===== src/rtl/afe_sync_pkg.sv =====
// Shared constants for the AFE sync sequencer: FSM state encoding,
// default parameter values and the channel-index width helper.
package afe_sync_pkg;

    localparam int CNT_W_DEF = 20;
    localparam int N_CH_DEF  = 4;
    localparam int PW_W_DEF  = 8;

    typedef enum logic [2:0] {
        S_IDLE  = 3'd0,
        S_WAIT  = 3'd1,
        S_PULSE = 3'd2,
        S_GAP   = 3'd3,
        S_HOLD  = 3'd4
    } afe_state_t;

    // A single channel still needs a 1-bit index.
    function automatic int idx_width(input int n_ch);
        return (n_ch > 1) ? $clog2(n_ch) : 1;
    endfunction

endpackage


===== src/rtl/afe_sync_seq_if.sv =====
// Configuration and status bundle between the AFE sync sequencer and its controller.
interface afe_sync_seq_if
    import afe_sync_pkg::*;
#(
    parameter int CNT_W = CNT_W_DEF,
    parameter int N_CH  = N_CH_DEF,
    parameter int PW_W  = PW_W_DEF
);

    // No valid/ready pair: enable is a level. Raising it captures every config
    // field on the next edge; lowering it aborts and re-arms on the next edge.
    logic              enable;
    logic [CNT_W-1:0]  delay;
    logic [PW_W-1:0]   pulse_width;
    logic [PW_W-1:0]   stagger;
    logic              periodic;
    logic [CNT_W-1:0]  period;
    logic [N_CH-1:0]   sync;
    logic              busy;
    logic              seq_done;

    modport master (
        output enable, delay, pulse_width, stagger, periodic, period,
        input  sync, busy, seq_done
    );

    modport slave (
        input  enable, delay, pulse_width, stagger, periodic, period,
        output sync, busy, seq_done
    );

endinterface


===== src/rtl/afe_down_counter.sv =====
// Loadable down counter that sticks at zero instead of wrapping.
module afe_down_counter #(
    parameter int W = 8
) (
    input  logic         clk,
    input  logic         reset_n,
    input  logic         load,
    input  logic         dec,
    input  logic [W-1:0] load_val,
    output logic [W-1:0] count,
    output logic         zero
);

    assign zero = (count == '0);

    always_ff @(posedge clk) begin
        if (!reset_n) begin
            count <= '0;
        end else if (load) begin
            count <= load_val;
        end else if (dec && !zero) begin
            count <= count - 1'b1;
        end
    end

endmodule


===== src/rtl/afe_sync_seq.sv =====
// AFE sync sequencer: after a start delay, pulses each sync channel in turn,
// optionally repeating every period. All outputs are registered off the FSM.
module afe_sync_seq
    import afe_sync_pkg::*;
#(
    parameter int CNT_W = CNT_W_DEF,
    parameter int N_CH  = N_CH_DEF,
    parameter int PW_W  = PW_W_DEF
) (
    input  logic              clk,
    input  logic              reset_n,
    afe_sync_seq_if.slave     bus,
    output afe_state_t        dbg_state,
    output logic [CNT_W-1:0]  dbg_wait_cnt
);

    localparam int IDX_W = idx_width(N_CH);
    localparam logic [IDX_W-1:0] LAST_IDX = IDX_W'(N_CH - 1);

    afe_state_t       state, state_nxt;
    logic [IDX_W-1:0] idx, idx_nxt;
    logic             done_q, done_nxt;
    logic             capture;

    // The wait counter doubles as the captured copy of delay.
    logic [PW_W-1:0]  sh_pw;
    logic [PW_W-1:0]  sh_stagger;
    logic             sh_periodic;
    logic [CNT_W-1:0] sh_period;

    logic             wcnt_load, wcnt_dec, wcnt_zero;
    logic [CNT_W-1:0] wcnt_val, wcnt_count;
    logic             pcnt_load, pcnt_dec, pcnt_zero, pcnt_last;
    logic [PW_W-1:0]  pcnt_val, pcnt_count;

    logic [N_CH-1:0]  sync_dec;
    logic [N_CH-1:0]  sync_q;
    logic             busy_q;
    logic             seq_done_q;

    afe_down_counter #(.W(CNT_W)) u_wait_cnt (
        .clk      (clk),
        .reset_n  (reset_n),
        .load     (wcnt_load),
        .dec      (wcnt_dec),
        .load_val (wcnt_val),
        .count    (wcnt_count),
        .zero     (wcnt_zero)
    );

    afe_down_counter #(.W(PW_W)) u_pulse_cnt (
        .clk      (clk),
        .reset_n  (reset_n),
        .load     (pcnt_load),
        .dec      (pcnt_dec),
        .load_val (pcnt_val),
        .count    (pcnt_count),
        .zero     (pcnt_zero)
    );

    // Pulse/gap counters hold the remaining cycles including the current one.
    assign pcnt_last = pcnt_zero || (pcnt_count == PW_W'(1));

    always_comb begin
        state_nxt = state;
        idx_nxt   = idx;
        done_nxt  = 1'b0;
        capture   = 1'b0;
        wcnt_load = 1'b0;
        wcnt_dec  = 1'b0;
        wcnt_val  = bus.delay;
        pcnt_load = 1'b0;
        pcnt_dec  = 1'b0;
        pcnt_val  = sh_pw;
        if (!bus.enable) begin
            state_nxt = S_IDLE;
            idx_nxt   = '0;
        end else begin
            case (state)
                S_IDLE: begin
                    capture   = 1'b1;
                    wcnt_load = 1'b1;
                    idx_nxt   = '0;
                    state_nxt = S_WAIT;
                end
                S_WAIT: begin
                    if (wcnt_zero) begin
                        pcnt_load = 1'b1;
                        state_nxt = S_PULSE;
                    end else begin
                        wcnt_dec = 1'b1;
                    end
                end
                S_PULSE: begin
                    if (!pcnt_last) begin
                        pcnt_dec = 1'b1;
                    end else if (idx == LAST_IDX) begin
                        done_nxt = 1'b1;
                        idx_nxt  = '0;
                        if (sh_periodic) begin
                            wcnt_load = 1'b1;
                            wcnt_val  = sh_period;
                            state_nxt = S_WAIT;
                        end else begin
                            state_nxt = S_HOLD;
                        end
                    end else begin
                        idx_nxt   = idx + IDX_W'(1);
                        pcnt_load = 1'b1;
                        if (sh_stagger == '0) begin
                            state_nxt = S_PULSE;
                        end else begin
                            pcnt_val  = sh_stagger;
                            state_nxt = S_GAP;
                        end
                    end
                end
                S_GAP: begin
                    if (pcnt_last) begin
                        pcnt_load = 1'b1;
                        state_nxt = S_PULSE;
                    end else begin
                        pcnt_dec = 1'b1;
                    end
                end
                S_HOLD: state_nxt = S_HOLD;
                default: state_nxt = S_IDLE;
            endcase
        end
    end

    always_ff @(posedge clk) begin
        if (!reset_n) begin
            state       <= S_IDLE;
            idx         <= '0;
            done_q      <= 1'b0;
            sh_pw       <= '0;
            sh_stagger  <= '0;
            sh_periodic <= 1'b0;
            sh_period   <= '0;
        end else begin
            state  <= state_nxt;
            idx    <= idx_nxt;
            done_q <= done_nxt;
            if (capture) begin
                sh_pw       <= (bus.pulse_width == '0) ? PW_W'(1) : bus.pulse_width;
                sh_stagger  <= bus.stagger;
                sh_periodic <= bus.periodic;
                sh_period   <= bus.period;
            end
        end
    end

    always_comb begin
        sync_dec = '0;
        for (int i = 0; i < N_CH; i++) begin
            sync_dec[i] = (state == S_PULSE) && (idx == IDX_W'(i));
        end
    end

    // Output stage lags the FSM by one edge; dropping enable clears it at once.
    always_ff @(posedge clk) begin
        if (!reset_n || !bus.enable) begin
            sync_q     <= '0;
            busy_q     <= 1'b0;
            seq_done_q <= 1'b0;
        end else begin
            sync_q     <= sync_dec;
            busy_q     <= (state == S_WAIT) || (state == S_PULSE) || (state == S_GAP);
            seq_done_q <= done_q;
        end
    end

    assign bus.sync      = sync_q;
    assign bus.busy      = busy_q;
    assign bus.seq_done  = seq_done_q;
    assign dbg_state     = state;
    assign dbg_wait_cnt  = wcnt_count;

endmodule


===== src/flat_wrapper.sv =====
// flat-port wrapper written by rule: the top's interface ports become plain ports
module afe_sync_seq_flat import afe_sync_pkg::*;
#(
    parameter int CNT_W = CNT_W_DEF,
    parameter int N_CH  = N_CH_DEF,
    parameter int PW_W  = PW_W_DEF
)
  (clk, reset_n, dbg_state, dbg_wait_cnt, bus_enable, bus_delay, bus_pulse_width, bus_stagger, bus_periodic, bus_period, bus_sync, bus_busy, bus_seq_done);
  afe_sync_seq_if #(.CNT_W(CNT_W), .N_CH(N_CH), .PW_W(PW_W)) bus_i ();
  input  logic clk;
  input  logic reset_n;
  output afe_state_t dbg_state;
  output logic [CNT_W-1:0] dbg_wait_cnt;
  input wire logic [$bits(bus_i.enable)-1:0] bus_enable;
  input wire logic [$bits(bus_i.delay)-1:0] bus_delay;
  input wire logic [$bits(bus_i.pulse_width)-1:0] bus_pulse_width;
  input wire logic [$bits(bus_i.stagger)-1:0] bus_stagger;
  input wire logic [$bits(bus_i.periodic)-1:0] bus_periodic;
  input wire logic [$bits(bus_i.period)-1:0] bus_period;
  output wire logic [$bits(bus_i.sync)-1:0] bus_sync;
  output wire logic [$bits(bus_i.busy)-1:0] bus_busy;
  output wire logic [$bits(bus_i.seq_done)-1:0] bus_seq_done;
  assign bus_i.enable = bus_enable;
  assign bus_i.delay = bus_delay;
  assign bus_i.pulse_width = bus_pulse_width;
  assign bus_i.stagger = bus_stagger;
  assign bus_i.periodic = bus_periodic;
  assign bus_i.period = bus_period;
  assign bus_sync = bus_i.sync;
  assign bus_busy = bus_i.busy;
  assign bus_seq_done = bus_i.seq_done;
  afe_sync_seq #(.CNT_W(CNT_W), .N_CH(N_CH), .PW_W(PW_W)) u_core (.clk(clk), .reset_n(reset_n), .bus(bus_i), .dbg_state(dbg_state), .dbg_wait_cnt(dbg_wait_cnt));
endmodule

===== config.mk =====
export PLATFORM = sky130hd
export DESIGN_NAME = afe_sync_seq_flat
export DESIGN_NICKNAME = d
export VERILOG_FILES = /design/src/rtl/afe_sync_pkg.sv /design/src/rtl/afe_sync_seq_if.sv /design/src/rtl/afe_down_counter.sv /design/src/rtl/afe_sync_seq.sv /design/src/flat_wrapper.sv
export SDC_FILE = /design/constraint.sdc
export NUM_CORES = 1
export LEC_CHECK = 0
export ABC_AREA = 1
export CELL_PAD_IN_SITES_DETAIL_PLACEMENT = 0
export CELL_PAD_IN_SITES_GLOBAL_PLACEMENT = 1
export CORE_MARGIN = 2
export CORE_UTILIZATION = 37
export DETAILED_ROUTE_END_ITERATION = 10
export PLACE_DENSITY_LB_ADDON = 0.05
export SETUP_SLACK_MARGIN = 0.05
export SYNTH_ARGS = -nofsm -noshare
export SYNTH_HDL_FRONTEND = slang
export SYNTH_HIERARCHICAL = 1
export SYNTH_SLANG_ARGS = --single-unit

===== constraint.sdc =====
create_clock -name clk -period 2.4 [get_ports clk]
set_input_delay 0.24 -clock clk [delete_from_list [all_inputs] [get_ports clk]]
set_output_delay 0.24 -clock clk [all_outputs]
set_load 0.02 [all_outputs]

Word-level counts from Yosys, hierarchy flattened
Cells that the tools add are included.

Add/subtract/negate cells: 3. Equal/unequal tests: 11. Multiplexer cells: 45. Reductions and logical operators: 28.

Operator list (count): $mux 20 (7); $mux 8 (8); $logic_not 8->1 (3); $logic_not 20->1 (1); $sub 20x1->20 const B (1); $mux 1 (19); $mux 3 (5); $pmux 3 s5 (1); $eq 8x1->1 const B (1); $sub 8x1->8 const B (1); $eq 3x2->1 const B (2); $logic_and 1x1->1 (6); $reduce_bool 2->1 (3); $eq 2x2->1 const B (2); $logic_not 1->1 (4); $logic_or 1x1->1 (4); $mux 2 (2); $ne 2x1->1 const B (2); $pmux 2 s2 (1); $reduce_and 2->1 (2); $reduce_and 4->1 (1); $eq 3x1->1 const B (1); $eq 3x3->1 const B (1); $logic_not 3->1 (1); other kinds (8) (8).

Register bits: 77. Output and inout bits: 29. Word-level logic and storage cells: 99.

Depth between registers and ports, before layout
Gate-level depths: netlist of the first run.

Depth in word-level cells: 8. Gate-level depth with buffers: 16.

Cells and area by module
The synthesis of the first run kept the hierarchy.

By module, submodules not included: afe_sync_seq (instances 1, cells an instance 323, area an instance 2379.8 um2); afe_down_counter (u_core.u_wait_cnt) (instances 1, cells an instance 244, area an instance 1592.8 um2); afe_down_counter (u_core.u_pulse_cnt) (instances 1, cells an instance 101, area an instance 591.8 um2).

Worst setup path after synthesis of the first run
No wires, ideal clock.

Path kind: reg-to-reg. From: reg u_core.u_wait_cnt.count[0]. To: reg u_core.u_pulse_cnt.count[1]. Arrival time: 2.156 ns. Slack: 0.131 ns. Cell stages (with the launch flop): 17. Path buffers: 1. Clock period less this slack: 2.269 ns. Path through: dfxtp_1 > inv_1 > ha_1 > nand2_1 > nor2_2 > nand3_4 > inv_1 > inv_1 > nand2_1 > nand2_1 > nor3b_1 > clkbuf_1 > inv_2 > nand2_4 > clkinv_2 > nor2_1 > nor2_1.

Cells in the longest elaborated chain, start to end: 5. Elaborated cells on any way between the ends: 6. Those cells by class: mux (4); reduce/logical (2).

Ends and longest elaborated chain: start: declaration (line afe_down_counter.sv:10) `output logic [W-1:0] count,`; start signal: assignment (line afe_down_counter.sv:20) `count <= load_val;`; start signal: assignment (line afe_down_counter.sv:22) `count <= count - 1'b1;`; $logic_not 20->1 (*) (line afe_down_counter.sv:14) `assign zero = (count == '0);`; via u_core.wcnt_zero (line afe_sync_seq.sv:31) `logic wcnt_load, wcnt_dec, wcnt_zero;`; $mux 1 (*) (line afe_sync_seq.sv:87) `if (wcnt_zero) begin`; $pmux 1 s3 (*) (line afe_sync_seq.sv:79) `case (state)`; $mux 1 (*) (line afe_sync_seq.sv:75) `if (!bus.enable) begin`; via u_core.pcnt_load (line afe_sync_seq.sv:33) `logic pcnt_load, pcnt_dec, pcnt_zero, pcnt_last;`; $mux 8 or $reduce_bool 2->1 (tied branches); end signal: assignment (line afe_down_counter.sv:20); end signal: assignment (line afe_down_counter.sv:22); end: declaration (line afe_down_counter.sv:10).

Mark *: on every way through the listed nets, which the timed path passes. The rest lies on a longest branch. A chain may end at the register's enable or synchronous reset.

Final worst setup path of the first run
From: reg u_core.u_wait_cnt.count[0]. To: reg u_core.u_pulse_cnt.count[3].

Same word-level chain as after synthesis.

==> results of run 1 <==
[layer usage]
metal,part of all wire,wire [um]
met5,0,0
met4,0.016,204
met3,0.049,620
met2,0.42,5330
met1,0.52,6590
[worst min-delay path, cell delays in order (launching register included)]
cell	delay, ps
dfxtp_1	290
inv_1	40
nor2_1	40
[power by group]
group          switching [mW]  internal [mW]
clock network           0.560          0.916
registers               0.111           1.39
logic                   0.811          0.533
total                    1.48           2.84
[flip-flops by register name (all words and copies together) (netlist names)]
signal / flops
u_core/sh_period: 20
u_core/u_wait_cnt/count: 20
u_core/sh_pw: 8
u_core/sh_stagger: 8
u_core/u_pulse_cnt/count: 8
u_core/bus.sync: 4
u_core/dbg_state: 3
u_core/idx: 2
u_core/bus.busy: 1
u_core/bus.seq_done: 1
u_core/done_q: 1
u_core/sh_periodic: 1
[final cells by class]
cell class | count | area share
Clock buffer | 9 | 0.0377
Inverter | 80 | 0.0536
Sequential cell | 77 | 0.258
Timing Repair inverter | 1 | 0.00126
Tap cell | 147 | 0.0308
Clock inverter | 7 | 0.0163
Multi-Input combinational cell | 491 | 0.434
Timing Repair Buffer | 102 | 0.168
[placed cells by master, fill, tap and decap left out, types with 3 or more instances in the layout]
cell / synthesis / final
clkdlybuf4s50_1: 0 / 88
nor2_2: 7 / 5
a21oi_1: 47 / 47
a21oi_2: 9 / 9
xor2_1: 7 / 7
clkinv_2: 2 / 3
nand4_1: 6 / 6
nor2_4: 7 / 9
xnor2_1: 3 / 3
nand2_1: 168 / 167
ha_1: 8 / 8
dfxtp_1: 77 / 76
nor3_1: 4 / 4
o21ai_1: 7 / 7
nand3_2: 2 / 4
o21ai_0: 44 / 44
inv_2: 6 / 4
nand2_2: 15 / 16
inv_1: 71 / 71
nand2_4: 4 / 4
buf_4: 1 / 11
clkinvlp_4: 0 / 3
nand3_1: 40 / 38
o21ai_2: 20 / 20
clkbuf_16: 0 / 9
nor2_1: 78 / 78
[worst paths after layout]
kind	slack [ps]	cells after the start	to	from
setup / recovery	200	16	u_core/u_pulse_cnt/count[3]	u_core/u_wait_cnt/count[0]
hold / removal	410	2	u_core/bus.seq_done	u_core/done_q
setup reg to reg	200	16	u_core/u_pulse_cnt/count[3]	u_core/u_wait_cnt/count[0]
hold reg to reg	410	2	u_core/bus.seq_done	u_core/done_q
[what timing repair did]
| item | CTS | global route |
|---|---|---|
| hold buffers | 0 | 0 |
| setup endpoints to repair | 6 | 21 |
| pin swaps | 0 | 3 |
| resized for setup | 1 | 11 |
| setup buffers | 0 | 2 |
| gates cloned | 0 | 1 |
[cell families after synthesis]
logic type               after synthesis
AO/OA/AOI/OAI                        131
XOR/XNOR                              10
adder cells (fa/ha/maj)                8
buffers and inverters                100
flip-flops                            77
multiplexers                           2
AND/OR/NAND/NOR                      340
[per-stage QoR]
step           hold WS (ps)  area (um^2)  utilization  setup slack [ps]
6_report                406         5980        0.498               202
5_1_grt                 423         5980        0.498              48.7
4_1_cts                 416         5920        0.493               155
3_5_place_dp            414         5590        0.465              19.5
3_3_place_gp            419         5590        0.465              8.23
2_1_floorplan           338         4560            -               131
==> impl_metrics.yaml, run 1 <==
detailed_routing:
  routedWlPerCell_um: 13.9
  routed_wl_mm: 12.7
  num_vias: 4337
  drc: 0
  drt_iter0_markers: 225
  drt-pass1-iter-count: 5
  viasPerCell: 4.75
  final_antenna_net_count: 0
placement:
  place.detailed.hpwl_mm: 9.79
  dp_cells: 895
  portBuffers: 88
  gp_congestion: 0.809
power_and_ir_drop:
  total_power_mw: 4.32
  leakagePower_nw: 2.55
  max-vdd-ir-drop_mv: 0.295
  p_per_area_nw_per_um2: 724
critical_path:
  crit_path_start_kind: "flop"
  endpoint_kind: "flop"
  critPathArrivalTime_ps: 2420
  path_cells: "inv_1 -> ha_1 -> nand2_1 -> nor2_2 -> nand3_4 -> inv_1 -> inv_1 -> nand2_1 -> nand2_2 -> nor3b_4 -> buf_6 -> clkinvlp_4 -> nand3_1 -> nand2_1 -> nand2_1 -> a21oi_1"
  slowest_delay_ps: 360
  crit_path_frequent_cell: "nand2_1"
  path_delay_family: "simple AND/OR/NAND/NOR gates"
  crit_path_top_delay_cell: "dfxtp_2"
  worstPathRequired_ps: 2630
  path_class: "flop to flop"
  cp_num_buf_inv: 5
  critPathMaxFanout: 5
die:
  die_h_um: 115
  initial_core_util: 0.380
  io_pins: 89
  die_x_um: 115
  core.rowCount: 40
  placeableCoreArea_um2: 12000
  dieArea_um2: 13200
cts:
  tritoncts: "done"
  cts.reportedPaths.clkPinSlew_ps: 60
  cts_root_buf: "clkbuf_16"
  clk_latency_ps: 340
  cts_max_level: 3
  clk_path_buf_depth: 2
  numCtsBuffers: 9
  cts_num_sinks: 77
logic_synthesis:
  synth.distinct_cells: 40
  synth_compound_area_frac: 0.170
  synth-simple-area-share: 0.346
  syn-num-nets: 736
  yosysTopAreaCellShare: 0.338
  synth_xor_area_frac: 0.0192
  synth-edff-count: 0
  yosysSeqAreaShare: 0.338
  synth_top_area_cell: "dfxtp_1"
  syn_inst: 668
  synth-seq-cells: 77
  netlist_top_cells_count: "nand2_1, nor2_1, dfxtp_1"
  avgSynthCellArea_um2: 6.83
  synth_top_flop_cell: "dfxtp_1"
  yosys_warnings: 6
  synth_top_family_by_area: "simple AND/OR/NAND/NOR gates"
  synthMuxAreaShare: 0.00439
  async_reset_ff_frac: 0
  synth_area_um2: 4560
  synth_most_common_cell: "nand2_1"
  synth_fa_ha_area_frac: 0.0219
  synth.area.top_cells: "dfxtp_1, nand2_1, nor2_1"
status:
  status: "finished clean"
global_route:
  grt_pass1_wl_mm: 20.0
  first_global_vias: 3938
  grt.met2_usage: 0.272
  use_met3: 0.0285
  grt_remaining_overflow: 0
  groute.usage.overall: 0.194
  top_usage_layer: "met1"
  grt_max_degree: 67
  antenna_found_initial: 0
  met1_usage: 0.298
min_path:
  hold_class: "flop to flop"
cells_and_area:
  fin_nets: 830
  fillers: 1277
  multi_input_area_um2: 2590
  finalNonFillerCells: 914
  area_delta_synth_final_pct: 30.9
  drive_above_1_share: 0.149
  antenna_cells: 0
  seq_area_um2: 1540
timing:
  worst_slew_pin_slew_ps: 675
  fin_crit_ps: 2200
  post-route-period-util: 0.916
  setup_tns_ps: 0
  rsz0062_at_grt: "no"
  finalSetupViolations: 0
  slew_headroom: 0.550
  drv_slew: 0
  finClkSkew_ps: 7.49
  fmax_mhz: 455
  final_hold_viol_count: 0
run:
  drv_cap: 0
Power figures use the tool's default switching activity.
==> run 2: changes to the inputs <==
CORE_UTILIZATION = 39   (was 37)
DONT_BUFFER_PORTS = 1   (was unset)
PLACE_DENSITY = 0.74   (was unset)
PLACE_DENSITY_LB_ADDON = unset   (was 0.05)
==> impl_metrics.yaml, run 2 (synthesized netlist as in run 1, its figures left out) <==
status:
  status: "finished clean"
critical_path:
  crit_path_frequent_cell: "nand2_1"
  slowest_delay_ps: 320
  path_cells: "inv_2 -> ha_1 -> nand2_1 -> nor2_2 -> nand3_4 -> inv_1 -> inv_1 -> nand2_1 -> nand2_1 -> nor3b_2 -> buf_4 -> inv_2 -> nand2_4 -> clkinv_2 -> nor2_1 -> nor2_1"
  crit_path_start_kind: "flop"
  cp_num_buf_inv: 6
  path_delay_family: "simple AND/OR/NAND/NOR gates"
  endpoint_kind: "flop"
  path_class: "flop to flop"
  critPathMaxFanout: 10
  worstPathRequired_ps: 2630
  crit_path_top_delay_cell: "dfxtp_1"
  critPathArrivalTime_ps: 2340
detailed_routing:
  final_antenna_net_count: 0
  drt_iter0_markers: 287
  routedWlPerCell_um: 14.5
  routed_wl_mm: 12.2
  drt-pass1-iter-count: 5
  num_vias: 4185
  viasPerCell: 4.99
  drc: 0
timing:
  finClkSkew_ps: 5.77
  final_hold_viol_count: 0
  fmax_mhz: 474
  fin_crit_ps: 2110
  finalSetupViolations: 0
  drv_slew: 0
  rsz0062_at_grt: "yes"
  setup_tns_ps: 0
  worst_slew_pin_slew_ps: 663
  post-route-period-util: 0.879
  slew_headroom: 0.557
cts:
  cts_num_sinks: 77
  clk_latency_ps: 340
  numCtsBuffers: 9
  cts_root_buf: "clkbuf_16"
  cts_max_level: 3
  cts.reportedPaths.clkPinSlew_ps: 60
  tritoncts: "done"
  clk_path_buf_depth: 2
global_route:
  first_global_vias: 3907
  groute.usage.overall: 0.197
  antenna_found_initial: 0
  grt_max_degree: 67
  grt_pass1_wl_mm: 19.7
  grt_remaining_overflow: 0
die:
  die_x_um: 112
  initial_core_util: 0.400
  placeableCoreArea_um2: 11400
  dieArea_um2: 12600
  io_pins: 89
  die_h_um: 112
  core.rowCount: 39
min_path:
  hold_class: "primary input to flop"
cells_and_area:
  fin_area_um2: 5200
  fin_nets: 759
  fin_util: 0.456
  area_delta_synth_final_pct: 14.0
  largest_registers: "u_core/sh_period x20, u_core/u_wait_cnt/count x20"
  layout_common_cells: "nand2_1, nor2_1, dfxtp_1"
  fillers: 1206
  drive_above_1_share: 0.181
  antenna_cells: 0
  final_common_cell: "nand2_1"
run:
  drv_cap: 0
placement:
  place_area_um2: 4830
  place.detailed.hpwl_mm: 9.19
  gp_congestion: 0.830
  portBuffers: 0
power_and_ir_drop:
  leakagePower_nw: 2.32
  max-vdd-ir-drop_mv: 0.348
  p_per_area_nw_per_um2: 821
==> run 2: cell count changes in the layout (fill, tap and decap cells not counted), sizes merged <==
cell	change
clkinvlp	-3
clkdlybuf4s50	-88
clkbuf	+3
dlygate4sd3	+1
inv	-2
buf	+17
bufinv	+1
==> run 2: per-layer routing <==
layer,GRT usage,wire length [um],share of wire
met2,0.300,5450,0.45
met5,0,0,0
met3,0.0470,706,0.058
met1,0.277,5840,0.48
met4,0.0626,165,0.014
==> run 2: cell type report <==
cell class | count | area (um^2) | share of cell area
Clock inverter | 4 | 95.1 | 0.0183
Clock buffer | 12 | 246 | 0.0474
Inverter | 80 | 318 | 0.0611
Sequential cell | 77 | 1540 | 0.296
Timing Repair Buffer | 32 | 255 | 0.0490
Multi-Input combinational cell | 491 | 2570 | 0.494
Tap cell | 143 | 179 | 0.0344
==> run 2: final timing paths <==
| check | to | cells after the start | slack, ps | from |
|---|---|---|---|---|
| max | u_core/u_pulse_cnt/count[1] | 16 | 290 | u_core/u_wait_cnt/count[0] |
| min | u_core/u_wait_cnt/count[4] | 2 | 40 | reset_n |
| max reg2reg | u_core/u_pulse_cnt/count[1] | 16 | 290 | u_core/u_wait_cnt/count[0] |
| min reg2reg | u_core/bus.seq_done | 2 | 410 | u_core/done_q |
==> run 2: per-stage QoR <==
step | cells | setup WS [ps] | hold slack, ps | power [mW]
3_5_place_dp | 820 | 217 | 353 | 2.72
3_3_place_gp | 820 | 238 | 348 | 2.71
2_1_floorplan | 668 | 131 | 338 | 2.44
5_1_grt | 839 | 41.0 | 25.4 | 4.54
4_1_cts | 837 | 200 | 26.2 | 4.31
6_report | 839 | 291 | 37.4 | 4.28
==> run 2: repair_timing <==
action,in CTS,in global routing
gates resized for setup,0,5
setup endpoints to repair,0,16
buffers inserted,0,2
endpoints found under the hold margin,3,0
hold buffers,1,0
==> run 2: where the power goes <==
group          switching, mW  internal [mW]
clock network          0.526           1.04
logic                  0.821          0.422
registers             0.0697           1.39
total                   1.42           2.86
==> run 3: changes to the inputs <==
--- a/config.mk
+++ b/config.mk
@@ -13,5 +13,5 @@
 export DETAILED_ROUTE_END_ITERATION = 10
 export DONT_BUFFER_PORTS = 1
-export PLACE_DENSITY = 0.74
+export PLACE_DENSITY = 0.76
 export SETUP_SLACK_MARGIN = 0.05
 export SYNTH_ARGS = -nofsm -noshare
==> constraint.sdc (replaced) <==
create_clock -name clk -period 1.76 [get_ports clk]
set_input_delay 0.352 -clock clk [delete_from_list [all_inputs] [get_ports clk]]
set_output_delay 0.352 -clock clk [all_outputs]
set_load 0.02 [all_outputs]
==> impl_metrics.yaml, run 3 (synthesized netlist as in run 1, its figures left out) <==
global_route:
  grt_pass1_wl_mm: 21.9
  first_global_vias: 4336
  met1_usage: 0.310
  use_met3: 0.0556
  top_usage_layer: "met2"
  groute.usage.overall: 0.218
  grt.met2_usage: 0.327
  antenna_found_initial: 0
  grt_remaining_overflow: 0
  grt_max_degree: 44
cts:
  tritoncts: "done"
  cts_root_buf: "clkbuf_16"
  clk_latency_ps: 340
  cts_hold_buf: 0
  numCtsBuffers: 9
  cts_max_level: 3
  clk_path_buf_depth: 2
  cts_num_sinks: 77
  cts.reportedPaths.clkPinSlew_ps: 60
cells_and_area:
  multi_input_area_um2: 3010
  largest_registers: "u_core/sh_period x20, u_core/u_wait_cnt/count x20"
  fin_nets: 834
  layout_common_cells: "nand2_1, buf_4, nor2_1"
  final_common_cell: "nand2_1"
  antenna_cells: 0
  seq_area_um2: 1580
  area_delta_synth_final_pct: 40.7
  fillers: 1070
  drive_above_1_share: 0.384
  finalNonFillerCells: 914
critical_path:
  rr_startpoint: "u_core/u_wait_cnt/count[0]"
  critPathMaxFanout: 5
  path_class: "flop to flop"
  reg2reg_slack_ps: -80
  crit_path_start_kind: "flop"
  regToRegEndpoint: "u_core/u_wait_cnt/count[17]"
  worstPathRequired_ps: 1980
  reg2regPathDepth: 16
  critPathArrivalTime_ps: 2070
  endpoint_kind: "flop"
placement:
  portBuffers: 0
  gp_congestion: 0.856
  dp_cells: 875
  place.detailed.hpwl_mm: 9.94
die:
  io_pins: 89
  initial_core_util: 0.400
  die_x_um: 112
  die_h_um: 112
  core.rowCount: 39
  placeableCoreArea_um2: 11400
  dieArea_um2: 12600
min_path:
  min-delay-start: "reset_n"
  worst_hold_path.endpoint: "u_core/u_wait_cnt/count[4]"
  hold_depth: 2
  hold_class: "primary input to flop"
timing:
  layout_setup_ws_ps: -85.0
  finalSetupViolations: 27
  final_hold_viol_count: 0
  fin_crit_ps: 1840
  rsz0062_at_grt: "yes"
  finClkSkew_ps: 6.03
  fmax_mhz: 542
  worst_slew_pin_slew_ps: 396
  post-route-period-util: 1.05
  slew_headroom: 0.736
  drv_slew: 0
detailed_routing:
  drt-pass1-iter-count: 5
  drt_iter0_markers: 273
  routedWlPerCell_um: 15.1
  num_vias: 4605
  viasPerCell: 5.04
  drc: 0
  final_antenna_net_count: 0
  routed_wl_mm: 13.8
status:
  violations: "negative setup slack"
  status: "complete, but fails checks"
run:
  drv_cap: 0
power_and_ir_drop:
  p_per_area_nw_per_um2: 951
  total_power_mw: 6.11
  max-vdd-ir-drop_mv: 0.745
  leakagePower_nw: 2.82
[run 3: power by group]
| part | switching, mW | total (mW) | internal, mW |
|---|---|---|---|
| combinational | 1.37 | 2.37 | 1.00 |
| clock | 0.719 | 1.71 | 0.996 |
| sequential | 0.106 | 2.02 | 1.91 |
| total | 2.20 | 6.11 | 3.91 |
[run 3: final cells by class]
cell class / instances / area share
Multi-Input combinational cell: 493 / 0.468
Sequential cell: 77 / 0.247
Timing Repair Buffer: 103 / 0.158
Inverter: 80 / 0.0546
Clock buffer: 13 / 0.0390
Tap cell: 143 / 0.0279
Clock inverter: 3 / 0.00312
Timing Repair inverter: 2 / 0.00234
[run 3: metrics by stage]
step | area (um^2) | setup slack (ps) | hold WS (ps) | utilization | setup TNS (ps)
final | 6420 | -85.0 | 123 | 0.562 | -1170
after global routing | 6420 | -188 | 123 | 0.562 | -4060
after CTS | 6140 | -55.0 | 108 | 0.538 | -789
after detailed placement | 5510 | -117 | 412 | 0.483 | -1420
after global placement | 5510 | -60.2 | 407 | 0.483 | -440
after floorplan | 4820 | -73.3 | 394 | - | -718
[run 3: metal layers]
layer,part of all wire,routed length (um)
met5,0,0
met2,0.45,6160
met3,0.060,834
met1,0.48,6630
met4,0.015,207
[run 3: worst max-delay path, cell delays in order, from the launching register on]
cell and delay (ps):
dfxtp_4 360, inv_4 40, ha_4 150, nand2_4 60, nor2_4 30, nand3_4 80, inv_2 40, inv_2 70
nand2_4 60, buf_4 140, nor2_4 180, nand2_8 120, buf_12 150, nand3_2 60, nand2_1 50, nor2_1 80
nor2_1 60
[run 3: timing repair]
action	in CTS	in global routing
gates resized for setup	41	55
endpoints found under the setup margin	28	44
setup buffers	10	7
pin swaps	44	39
cloned	6	3
[run 3: worst max-delay path by stage]
| stage | start | endpoint | slack (ps) |
|---|---|---|---|
| CTS | u_core/u_pulse_cnt/count[1] | u_core/u_wait_cnt/count[2] | -60 |
| global route | u_core/u_wait_cnt/count[11] | u_core/u_pulse_cnt/count[7] | -190 |
| detailed placement | u_core/u_pulse_cnt/count[1] | u_core/u_wait_cnt/count[17] | -120 |
| global placement | u_core/u_pulse_cnt/count[1] | u_core/u_wait_cnt/count[17] | -60 |
| floorplan | u_core/u_wait_cnt/count[0] | u_core/u_pulse_cnt/count[1] | -70 |
| finish | u_core/u_wait_cnt/count[0] | u_core/u_wait_cnt/count[17] | -80 |
